### src/rtl/serial_add_pkg.sv
// serial_add_pkg: shared FSM state encoding and counter sizing for serial_add_ctrl
package serial_add_pkg;
  typedef enum logic [1:0] {IDLE = 2'd0, RUN = 2'd1, DONE = 2'd2} state_t;
  function automatic int clog2_min1(input int v);
    for (int r = 1; r < 31; r++) if ((1 << r) >= v) return r;
    return 31;
  endfunction
endpackage

### src/rtl/cla.sv
// cla: N-bit carry-lookahead slice
//   a, b : N-bit addends    cin  : carry-in
//   sum  : N-bit sum        cout : carry-out
module cla #(
  parameter int N = 32
) (
  input  logic [N-1:0] a,
  input  logic [N-1:0] b,
  input  logic         cin,
  output logic [N-1:0] sum,
  output logic         cout
);
  logic [N-1:0] g;
  logic [N-1:0] p;
  logic         c;
  assign g = a & b;
  assign p = a ^ b;
  always_comb begin
    sum = '0;
    c = cin;
    for (int i = 0; i < N; i++) begin
      sum[i] = p[i] ^ c;
      c = g[i] | (p[i] & c);
    end
    cout = c;
  end
endmodule

### src/rtl/serial_add_ctrl.sv
// serial_add_ctrl: W=N*K-bit adder that reuses one N-bit cla slice over K cycles
//   clk, rst (async, active-high)
//   in_valid/in_ready, in_a, in_b, in_cin : operand handshake
//   out_valid/out_ready, out_y, out_cout  : result handshake (all outputs registered)
module serial_add_ctrl
  import serial_add_pkg::*;
#(
  parameter int N = 32,
  parameter int K = 4
) (
  input  logic           clk,
  input  logic           rst,
  input  logic           in_valid,
  output logic           in_ready,
  input  logic [N*K-1:0] in_a,
  input  logic [N*K-1:0] in_b,
  input  logic           in_cin,
  output logic           out_valid,
  input  logic           out_ready,
  output logic [N*K-1:0] out_y,
  output logic           out_cout
);
  localparam int W  = N * K;
  localparam int CW = clog2_min1(K);
  state_t        state;
  state_t        next;
  logic [W-1:0]  a_sh;
  logic [W-1:0]  b_sh;
  logic [W-1:0]  y_sh;
  logic          carry;
  logic [CW-1:0] cnt;
  logic [N-1:0]  slice_sum;
  logic          slice_cout;
  logic          last;
  cla #(.N(N)) u_cla (
    .a   (a_sh[N-1:0]),
    .b   (b_sh[N-1:0]),
    .cin (carry),
    .sum (slice_sum),
    .cout(slice_cout)
  );
  assign last = cnt == CW'(K - 1);
  always_ff @(posedge clk or posedge rst)
    if (rst) state <= IDLE;
    else state <= next;
  always_comb begin
    next = state;
    next = (state == IDLE) ? (in_valid ? RUN : IDLE) :
           (state == RUN)  ? (last ? DONE : RUN) :
           (state == DONE) ? (out_ready ? IDLE : DONE) : IDLE;
  end
  // Result slices enter at the top and migrate down, so after K shifts the
  // first (least-significant) slice sits at y_sh[N-1:0]; the concat-and-shift
  // form also stays legal when K=1.
  always_ff @(posedge clk or posedge rst)
    if (rst) begin
      a_sh  <= '0;
      b_sh  <= '0;
      y_sh  <= '0;
      carry <= 1'b0;
      cnt   <= '0;
    end else if (state == IDLE && in_valid) begin
      a_sh  <= in_a;
      b_sh  <= in_b;
      carry <= in_cin;
      cnt   <= '0;
    end else if (state == RUN) begin
      a_sh  <= a_sh >> N;
      b_sh  <= b_sh >> N;
      y_sh  <= W'({slice_sum, y_sh} >> N);
      carry <= slice_cout;
      cnt   <= cnt + 1'b1;
    end
  assign in_ready  = state == IDLE;
  assign out_valid = state == DONE;
  assign out_y     = y_sh;
  assign out_cout  = carry;
endmodule
### config.mk
export PLATFORM = sky130hd
export DESIGN_NAME = serial_add_ctrl
export DESIGN_NICKNAME = d
export VERILOG_FILES = /design/src/rtl/serial_add_pkg.sv /design/src/rtl/cla.sv /design/src/rtl/serial_add_ctrl.sv
export SDC_FILE = /design/constraint.sdc
export NUM_CORES = 1
export LEC_CHECK = 0
export ABC_CLOCK_PERIOD_IN_PS = 13950
export CELL_PAD_IN_SITES_DETAIL_PLACEMENT = 2
export CELL_PAD_IN_SITES_GLOBAL_PLACEMENT = 2
export CORE_ASPECT_RATIO = 0.6
export CORE_UTILIZATION = 28
export DETAILED_ROUTE_END_ITERATION = 7
export GPL_TIMING_DRIVEN = 1
export PLACE_DENSITY_LB_ADDON = 0.1
export SKIP_CTS_REPAIR_TIMING = 1
export SYNTH_ARGS = -nofsm -noshare
export SYNTH_HDL_FRONTEND = slang
export SYNTH_HIERARCHICAL = 1
export SYNTH_SLANG_ARGS = --single-unit
### constraint.sdc
create_clock -name clk -period 13.95 [get_ports clk]
set_input_delay 2.79 -clock clk [delete_from_list [all_inputs] [get_ports clk]]
set_output_delay 2.79 -clock clk [all_outputs]
set_load 0.02 [all_outputs]
==> metrics.md <==
| Metric | Value |
|---|---|
| Met1 usage in global routing | 28.1% |
| I/O pin total | 392 |
| Vias in the first global route | 16300 |
| IO buf count | 391 |
| Number of CTS-inserted buffers | 43 |
| CTS sink count | 389 |
| Status | complete, no violations |
| Worst hold path class | flip-flop to flip-flop |
| Final Max Slew Viols | 0 |
| MaxCap Viol Count | 0 |
| Largest net degree at the start of global routing | 153 |
| Crit path DAT | 14.11 ns |
| M2 GR Usage | 33.7% |
| Cells after Synth | 1821 |
| Sequential share of the synthesized area | 55.3% |
| DRC violation total after the first TritonRoute iteration | 848 |
| P per Cell Area | 259 nW/um2 |
| Total GRT Usage | 20.6% |
| Nets | 2416 |
| Total power | 6.06 mW |
| Area Growth Syn to Fin | 32.8% |
| Std cell rows | 70 |
| Core Box Area | 61500 um2 |
| CP Class | flip-flop to flip-flop |
| Clock Tree Buf Depth | 3 |
| Detail Placement HPWL | 45100 um |
| Met3 GRT Util | 3.56% |
| RSZ-0062 raised after global routing | no |
| Final min period | 13.59 ns |
| DIE AREA | 63900 um2 |
| H-tree Lvls | 2 |
| Grt total ovfl | 0 |
| First drt pass iteration count | 4 |
| Layer with the highest usage | met2 |
| CP max-delay cell | fa_1 |
| Accumulated negative setup slack | 0 ns |
| Area of the multi-input gates | 7100 um2 |
| Unique masters post-synth | 25 |
| Crit path required time | 14.46 ns |
| Syn_nets | 2115 |
| Initial antenna violation count | 3 |
| Final setup violation count | 0 |
| Max IR drop VDD | 0.000107 V |
| CTS tree | done |
| Slew margin rel. | 23.5% |
| Clk slew on worst S/H paths | 0.06 ns |
| CTS root buffer | clkbuf_16 |
| Global-route wire length before repair | 101000 um |
| Drt wl/cell | 22.1 um |
| Cell area after synthesis | 17600 um2 |
| Post-DR vias/cell | 4.95 |
| Die H | 196 um |
| Worst slew pin tran | 1.15 ns |
| Ratio of cells with drive above 1 in the final layout | 4.97% |
| Lkg Pwr | 10.1 nW |
| Reg area | 9740 um2 |
| FILL cells | 6640 |
| Via count | 14800 |
| CP Max Fanout | 3 |
| Drc violations | 0 |
| Syn avg cell area | 9.67 um2 |
| Gpl congestion | 0.765 |
| Synth warnings | 6 |
| Worst-Skew Late Latency | 0.58 ns |
| Startpoint Class | flip-flop |
| Die Wd | 326 um |
| Worst setup EP type | flip-flop |
| Fin crit share | 97.4% |
| Antenna Nets Post-Route | 0 |
| Hold Fails Final Rpt | 0 |
| Initial core utilization | 28.6% |
| Commonest non-fill, non-tap cell in the layout | clkdlybuf4s50_1 |
| CP dominant cell by count | fa_1 |
| CP peak stage delay | 0.45 ns |
| F_max | 73.6 MHz |
| Setup skew after layout | 0.0252 ns |
| Register bit count reported by yosys | 389 |
| Most frequent cells in the layout | 390 x clkdlybuf4s50_1, 387 x dfrtp_1, 385 x nand2_1 |
| DRT Wirelength | 65900 um |
-- worst paths after layout --
check,startpoint,end,slack (ns),cells past startpoint
setup / recovery,b_sh[0],out_y[127],0.36,38
hold / removal,out_y[13],out_y[13],0.48,2
setup reg to reg,b_sh[0],out_y[127],0.36,38
hold reg to reg,out_y[13],out_y[13],0.48,2
max in group asynchronous,rst,state[1],8.64,4
min in group asynchronous,rst,out_y[41],2.74,2
-- cell usage after synthesis, drive strengths merged --
| cell | number | area [um2] |
|---|---|---|
| a21oi | 1 | 5.00 |
| a22o | 66 | 578 |
| buf | 100 | 568 |
| clkbuf | 53 | 199 |
| dfrtp | 389 | 9730 |
| fa | 32 | 641 |
| ha | 1 | 12.5 |
| inv | 12 | 45.0 |
| nand2 | 385 | 1450 |
| nand2b | 2 | 12.5 |
| nor2 | 162 | 616 |
| nor2b | 35 | 219 |
| nor3 | 354 | 1810 |
| nor3b | 160 | 1200 |
| nor4b | 32 | 280 |
| o21ai | 1 | 5.00 |
| o21ba | 1 | 10.0 |
| o21bai | 1 | 7.51 |
| o22ai | 33 | 206 |
| or2 | 1 | 6.26 |
-- cell families after synthesis --
kind of cell / after synthesis / share of synthesized area (%)
and+or+nand+nor: 1131 / 31.8
DFF: 389 / 55.3
buffers and inverters: 165 / 4.61
AOI/OAI and AO/OA: 103 / 4.61
adders and majority gates: 33 / 3.71
-- sequential cells by signal (all words and copies together) (netlist names) --
name	count
state	2
out_y	128
a_sh	128
cnt	2
b_sh	128
out_cout	1
-- metrics by stage --
step	hold WS [ns]	util, %	std cells	area, um2	worst slack [ns]
finish	0.476	38.0	2985	23400	0.357
global route	0.508	38.0	2985	23400	0.0268
CTS	0.484	38.0	2983	23400	0.247
detailed placement	0.470	35.8	2905	22000	0.331
global placement	0.457	35.8	2905	22000	0.560
floorplan	0.466	-	1821	17600	0.347
-- layer usage --
metal	share of wire, %	up-vias	wire length, um
met3	3.8	84	2510
met5	0	-	0
met1	47	7633	30900
li1	-	6792	-
met2	47	261	31000
met4	2.3	0	1490
-- critical path: cells and delay by family (launching register included) --
kind,cells,cell delay [ns]
flops,1,0.39
fa+ha+maj,32,12.70
buf+inv,4,0.28
simple gates,2,0.16
-- final cells by class --
class	instances	area share [%]
diodes	2	0.0214
clock buffers	64	5.46
clock inverters	14	0.455
inverters	12	0.225
multi-input cells	1267	30.4
flip-flops and latches	389	41.7
well taps	828	4.43
repair buffers	409	17.4
-- power by group --
part / internal (mW) / total [mW] / switching [mW]
logic: 1.09 / 2.72 / 1.62
clock network: 0.651 / 1.15 / 0.497
registers: 1.67 / 2.19 / 0.519
total: 3.42 / 6.06 / 2.64
No activity file was read; power rests on OpenSTA's default activity.
